--- config.mk ---
export PLATFORM = sky130hd
export DESIGN_NAME = rst_release_seq
export DESIGN_NICKNAME = d
export VERILOG_FILES = /design/src/rtl/rst_release_seq.sv
export SDC_FILE = /design/constraint.sdc
export NUM_CORES = 1
export LEC_CHECK = 0
export CAP_MARGIN = 25
export CORE_MARGIN = 2
export CORE_UTILIZATION = 50
export CTS_BUF_LIST = sky130_fd_sc_hd__clkbuf_2 sky130_fd_sc_hd__clkbuf_4 sky130_fd_sc_hd__clkbuf_8
export DETAILED_ROUTE_END_ITERATION = 8
export PLACE_DENSITY = 0.74
export REMOVE_ABC_BUFFERS = 1
export SLEW_MARGIN = 25
export SYNTH_ARGS = -nofsm -noshare
export SYNTH_HDL_FRONTEND = slang
export SYNTH_SLANG_ARGS = --single-unit
export TNS_END_PERCENT = 50
--- constraint.sdc ---
create_clock -name clk -period 1.86 [get_ports clk]
set_clock_uncertainty 0.15 [all_clocks]
set_input_delay 0.186 -clock clk [delete_from_list [all_inputs] [get_ports clk]]
set_output_delay 0.186 -clock clk [all_outputs]
set_load 0.01 [all_outputs]
--- src/rtl/rst_release_seq.sv ---
// rst_release_seq - multi-channel reset-release sequencer.
//
// Reset assertion on rst_n reaches every channel output asynchronously.
// Deassertion is synchronised to clk and the channels are then released
// one at a time, STAGGER_CYC cycles apart, in index order. Once every
// channel is out of reset, each channel can be pulsed back into reset by
// software for SW_HOLD_CYC cycles.
//
// Ports:
//   clk           sole clock
//   rst_n         asynchronous active-low reset (board pin)
//   sw_rst_req    per-channel soft-reset request, level-sampled on clk
//   ch_rst_n      per-channel active-low reset to downstream flop groups
//   all_released  high when all channels are released and none is in soft reset
//   sw_rst_cnt    saturating count of soft-reset events (0 when counting disabled)
//
// Optional feature macro: RST_SEQ_EVT_CNT_EN
//   defined   -> sw_rst_cnt counts edges on which an accepted request starts or
//                reloads a soft reset (simultaneous channels count once),
//                saturating at 255
//   undefined -> sw_rst_cnt is tied to zero and no counter flops exist
module rst_release_seq #(
  parameter int NUM_CH      = 4,
  parameter int SYNC_STAGES = 2,
  parameter int STAGGER_CYC = 4,
  parameter int SW_HOLD_CYC = 3
) (
  input  logic              clk,
  input  logic              rst_n,
  input  logic [NUM_CH-1:0] sw_rst_req,
  output logic [NUM_CH-1:0] ch_rst_n,
  output logic              all_released,
  output logic [7:0]        sw_rst_cnt
);

  localparam int CH_W  = (NUM_CH > 1) ? $clog2(NUM_CH) : 1;
  localparam int STG_W = $clog2(STAGGER_CYC + 1);
  localparam int HLD_W = $clog2(SW_HOLD_CYC + 1);

  typedef enum logic [1:0] {
    ST_HOLD    = 2'd0,
    ST_RELEASE = 2'd1,
    ST_DONE    = 2'd2
  } state_e;

  logic [SYNC_STAGES-1:0] sync_q, sync_d;
  logic                   sync_rst_n;
  state_e                 state_q, state_d;
  logic [STG_W-1:0]       stag_q, stag_d;
  logic [CH_W-1:0]        next_ch_q, next_ch_d;
  logic [NUM_CH-1:0]      ch_rst_n_q, ch_rst_n_d;
  logic [HLD_W-1:0]       hold_q [NUM_CH];
  logic [HLD_W-1:0]       hold_d [NUM_CH];
  logic                   all_rel_q, all_rel_d;

  // Synchroniser: shifts a constant 1 in; rst_n clears every stage at once.
  assign sync_d     = {sync_q[SYNC_STAGES-2:0], 1'b1};
  assign sync_rst_n = sync_q[SYNC_STAGES-1];

  always_comb begin
    state_d    = state_q;
    stag_d     = stag_q;
    next_ch_d  = next_ch_q;
    ch_rst_n_d = ch_rst_n_q;
    for (int i = 0; i < NUM_CH; i++) begin
      hold_d[i] = hold_q[i];
    end

    case (state_q)
      ST_HOLD: begin
        if (sync_rst_n) begin
          // Channel 0 is released on the very edge that leaves HOLD.
          ch_rst_n_d[0] = 1'b1;
          next_ch_d     = CH_W'(1);
          stag_d        = STG_W'(STAGGER_CYC - 1);
          state_d       = (NUM_CH == 1) ? ST_DONE : ST_RELEASE;
        end
      end

      ST_RELEASE: begin
        if (stag_q == '0) begin
          ch_rst_n_d[next_ch_q] = 1'b1;
          stag_d                = STG_W'(STAGGER_CYC - 1);
          if (next_ch_q == CH_W'(NUM_CH - 1)) begin
            state_d = ST_DONE;
          end else begin
            next_ch_d = next_ch_q + 1'b1;
          end
        end else begin
          stag_d = stag_q - 1'b1;
        end
      end

      ST_DONE: begin
        // A request (re)loads the full hold; the channel is low while the
        // counter is non-zero, so a held-high level keeps it low.
        for (int i = 0; i < NUM_CH; i++) begin
          if (sw_rst_req[i]) begin
            hold_d[i] = HLD_W'(SW_HOLD_CYC);
          end else if (hold_q[i] != '0) begin
            hold_d[i] = hold_q[i] - 1'b1;
          end
          ch_rst_n_d[i] = (hold_d[i] == '0);
        end
      end

      default: begin
        state_d = ST_HOLD;
      end
    endcase

    all_rel_d = (state_d == ST_DONE) && (&ch_rst_n_d);
  end

  always_ff @(posedge clk or negedge rst_n) begin
    if (!rst_n) begin
      sync_q     <= '0;
      state_q    <= ST_HOLD;
      stag_q     <= '0;
      next_ch_q  <= '0;
      ch_rst_n_q <= '0;
      all_rel_q  <= 1'b0;
      for (int i = 0; i < NUM_CH; i++) begin
        hold_q[i] <= '0;
      end
    end else begin
      sync_q     <= sync_d;
      state_q    <= state_d;
      stag_q     <= stag_d;
      next_ch_q  <= next_ch_d;
      ch_rst_n_q <= ch_rst_n_d;
      all_rel_q  <= all_rel_d;
      for (int i = 0; i < NUM_CH; i++) begin
        hold_q[i] <= hold_d[i];
      end
    end
  end

  assign ch_rst_n     = ch_rst_n_q;
  assign all_released = all_rel_q;

`ifdef RST_SEQ_EVT_CNT_EN
  logic       sw_accept;
  logic [7:0] evt_cnt_q, evt_cnt_d;

  // Requests only count when they are actually serviced (DONE state).
  assign sw_accept = (state_q == ST_DONE) && (|sw_rst_req);

  always_comb begin
    evt_cnt_d = evt_cnt_q;
    if (sw_accept && (evt_cnt_q != 8'hFF)) begin
      evt_cnt_d = evt_cnt_q + 8'd1;
    end
  end

  always_ff @(posedge clk or negedge rst_n) begin
    if (!rst_n) begin
      evt_cnt_q <= 8'd0;
    end else begin
      evt_cnt_q <= evt_cnt_d;
    end
  end

  assign sw_rst_cnt = evt_cnt_q;
`else
  assign sw_rst_cnt = 8'd0;
`endif

endmodule

==> flow_summary_export.csv <==
group,metric,value,unit
run_status,status,"completed",
global_routing,grt_use_met2,0.365,
detailed_routing,first_iter_violations,15,
critical_path,r2r_end,"all_released$_DFF_PN0_",
pwr,seqPwrFrac,0.315,
die,core,0.00243,mm^2
detailed_routing,drt-vias-per-instance,5.78,
pwr,swShare,0.399,
global_routing,grt_pass1_vias,978,
detailed_routing,drt-total-wl,2920,um
clock_network,htreeDepth,1,
pwr,p_per_area,1590,mW/mm^2
pwr,p_clk_frac,0.145,
die,die_w,54.1,um
global_routing,grt_pass1_wl,4160,um
cells_and_area,area_delta_synth_final,28.7,%
placement,place_area,0.00141,mm^2
critical_path,cp.required,1.95,ns
timing,finalSetupViolCount,0,
yosys,syn_area,0.00126,mm^2
detailed_routing,wl_per_cell,16.1,um
pwr,peakVddDrop,967,uV
cells_and_area,diodes,0,
critical_path,crit_fanout,5,
placement,placed_cells,173,
pwr,leakage,0.743,nW
detailed_routing,drtPass1Iterations,5,
clock_network,clock_latency,0.32,ns
global_routing,grtUsageTotal,0.204,
timing,period_minus_slack,1.86,ns
clock_network,cts_sinks,22,
detailed_routing,via_count,1046,
global_routing,grt_start_max_net_pins,23,
critical_path,r2r_cells,6,
critical_path,path_class,"flop to flop",
cells_and_area,final_area,0.00162,mm^2
global_routing,grtUsageMet1,0.231,
cells_and_area,num-nets-final,169,
timing,post-route-period-util,0.999,
yosys,synth-seq-cells,22,
die,ios,19,
critical_path,crit-reg2reg-launch,"state_q[0]$_DFF_PN0_",
placement,port_buffers,10,
detailed_routing,drcViolationCount,0,
yosys,synth_cells,129,
detailed_routing,ant_nets,0,
timing,max_clock_freq,538,MHz
cells_and_area,layout_commonest_cell,"dfrtp_1",
yosys,ys_seq_area_frac,0.438,
die,dieArea,0.00293,mm^2
placement,dp_hpwl,1970,um
global_routing,use_met3,0.0306,
die,die_h,54.1,um
placement,place_congestion,0.791,
hold_path,hp-class,"primary input to async pin",
critical_path,arrival,1.94,ns
pwr,p_sw,1.02,mW
global_routing,grt_overflow,0,
timing,final_max_slew_viol_count,0,
yosys,synth.avg_cell_area,9.74,um^2
yosys,synth_warnings,0,
clock_network,clk_pin_slew,0.13,ns
global_routing,grt_busiest_layer,"met2",
yosys,yosysUniqueCellTypes,36,
pwr,p_int,1.54,mW
die,initial_core_util,0.516,
critical_path,endpoint_kind,"flop",
critical_path,cp-start-kind,"flop",
cells_and_area,drive_gt1_frac,0.272,
global_routing,antenna_found_initial,0,
cells_and_area,fill_cells,189,
pwr,combPwrFrac,0.540,
clock_network,cts_tree,"done",
die,row_count,18,
clock_network,cts_hold_buf,0,
cells_and_area,final_cell_mix,"dfrtp_1 (20), inv_1 (12), buf_4 (12)",
run,drv_cap,0,
critical_path,reg2reg_slack,0.002,ns
timing,finalHoldViolCount,0,
clock_network,clockBufferDepth,2,
clock_network,cts-root-buf,"clkbuf_4",
clock_network,numCtsBuffers,3,
cells_and_area,finalNonFillerCells,181,
==> registers in the layout, indices dropped and copies added, names as in the netlist <==
name          count
stag_q            3
state_q           2
ch_rst_n          4
next_ch_q         2
hold_q            8
sync_q            2
all_released      1
==> cell families (layout without fill, tap and decap cells) <==
group / Yosys count / in the layout / share of synthesized area
AO/OA/AOI/OAI: 33 / 33 / 0.171
adder cells (fa/ha/maj): 11 / 11 / 0.110
buffers and inverters: 27 / 42 / 0.106
AND/OR/NAND/NOR: 34 / 34 / 0.169
other: 2 / 9 / 0.00598
flip-flops: 22 / 22 / 0.438
==> cell usage after synthesis <==
| cell | number | area, um^2 |
|---|---|---|
| conb_1 | 2 | 7.51 |
| nor4bb_1 | 1 | 10.0 |
| o21ai_1 | 2 | 10.0 |
| and4_1 | 1 | 8.76 |
| a2bb2oi_1 | 1 | 8.76 |
| or2_2 | 2 | 12.5 |
| nor2_1 | 6 | 22.5 |
| nor3_1 | 3 | 15.0 |
| or2_1 | 1 | 6.26 |
| a22o_1 | 6 | 52.6 |
| buf_1 | 1 | 3.75 |
| nor4b_2 | 1 | 15.0 |
| a21oi_1 | 11 | 55.1 |
| nand2_1 | 6 | 22.5 |
| ha_1 | 11 | 138 |
| a211oi_1 | 1 | 7.51 |
| a22oi_1 | 2 | 15.0 |
| nor3b_1 | 1 | 7.51 |
| nand2b_1 | 1 | 6.26 |
| clkbuf_1 | 1 | 3.75 |
| nor3b_2 | 1 | 12.5 |
| o21a_1 | 1 | 7.51 |
| nand3b_1 | 2 | 15.0 |
| nand4b_1 | 2 | 17.5 |
| o32ai_1 | 2 | 17.5 |
| nand3_1 | 3 | 15.0 |
| o21ai_0 | 4 | 20.0 |
| inv_1 | 16 | 60.1 |
| buf_4 | 8 | 60.1 |
| or3_4 | 1 | 11.3 |
| o22ai_1 | 2 | 12.5 |
| a311oi_1 | 1 | 8.76 |
| nor2b_2 | 1 | 8.76 |
| buf_2 | 1 | 5.00 |
| nor2b_1 | 1 | 6.26 |
| dfrtp_1 | 22 | 551 |
==> per-stage QoR <==
step	hold slack, ns	setup slack [ns]	utilization	power (mW)	TNS, ns
final	0.0559	0.00192	0.665	2.57	0
after global routing	0.0816	-0.0489	0.665	2.70	-0.0489
after CTS	0.0670	0.00508	0.622	2.32	0
after detailed placement	0.190	-0.0338	0.579	1.85	-0.0338
after global placement	0.185	0.000507	0.579	1.78	0
after floorplan	-0.260	-0.0238	-	1.46	-0.0238
==> worst max path at each step <==
stage / depth (start not counted) / startpoint / end
floorplan: 6 / state_q[0]$_DFF_PN0_ / all_released$_DFF_PN0_
global placement: 6 / state_q[1]$_DFF_PN0_ / all_released$_DFF_PN0_
detailed placement: 7 / stag_q[0]$_DFFE_PN0P_ / all_released$_DFF_PN0_
CTS: 5 / state_q[1]$_DFF_PN0_ / all_released$_DFF_PN0_
global route: 6 / state_q[0]$_DFF_PN0_ / all_released$_DFF_PN0_
finish: 6 / state_q[0]$_DFF_PN0_ / all_released$_DFF_PN0_
==> routing by layer <==
metal	up-vias	wire length [um]
met5	-	0
met4	0	80
met3	15	111
met2	44	1500
met1	513	1220
li1	474	-
==> power groups by stage <==
stage | sequential, mW | clock (mW) | combinational, mW
after floorplan | 0.771 | 0 | 0.689
after global placement | 0.774 | 0 | 1.00
after detailed placement | 0.790 | 0 | 1.06
after CTS | 0.788 | 0.374 | 1.16
after global routing | 0.820 | 0.388 | 1.49
final | 0.808 | 0.372 | 1.39
==> final cells by class <==
type                    count  area [um^2]  area share
repair buffers             22          190       0.118
inverters                  16         60.1      0.0372
well taps                  30         37.5      0.0232
clock inverters             1         30.0      0.0186
multi-input cells          87          723       0.447
clock buffers               3         22.5      0.0139
flip-flops and latches     22          553       0.342
==> timing repair <==
item	CTS	global route
buffers inserted	1	3
resized for setup	8	18
endpoints found under the setup margin	1	5
pin swaps	0	1
==> worst max-delay path: stages, from the launching register on <==
cell,delay [ns]
dfrtp_2,0.45
inv_2,0.13
ha_4,0.18
nand2b_1,0.09
nor3b_1,0.16
or3_4,0.35
nor4b_4,0.26
No activity file was read; power rests on OpenSTA's default activity.
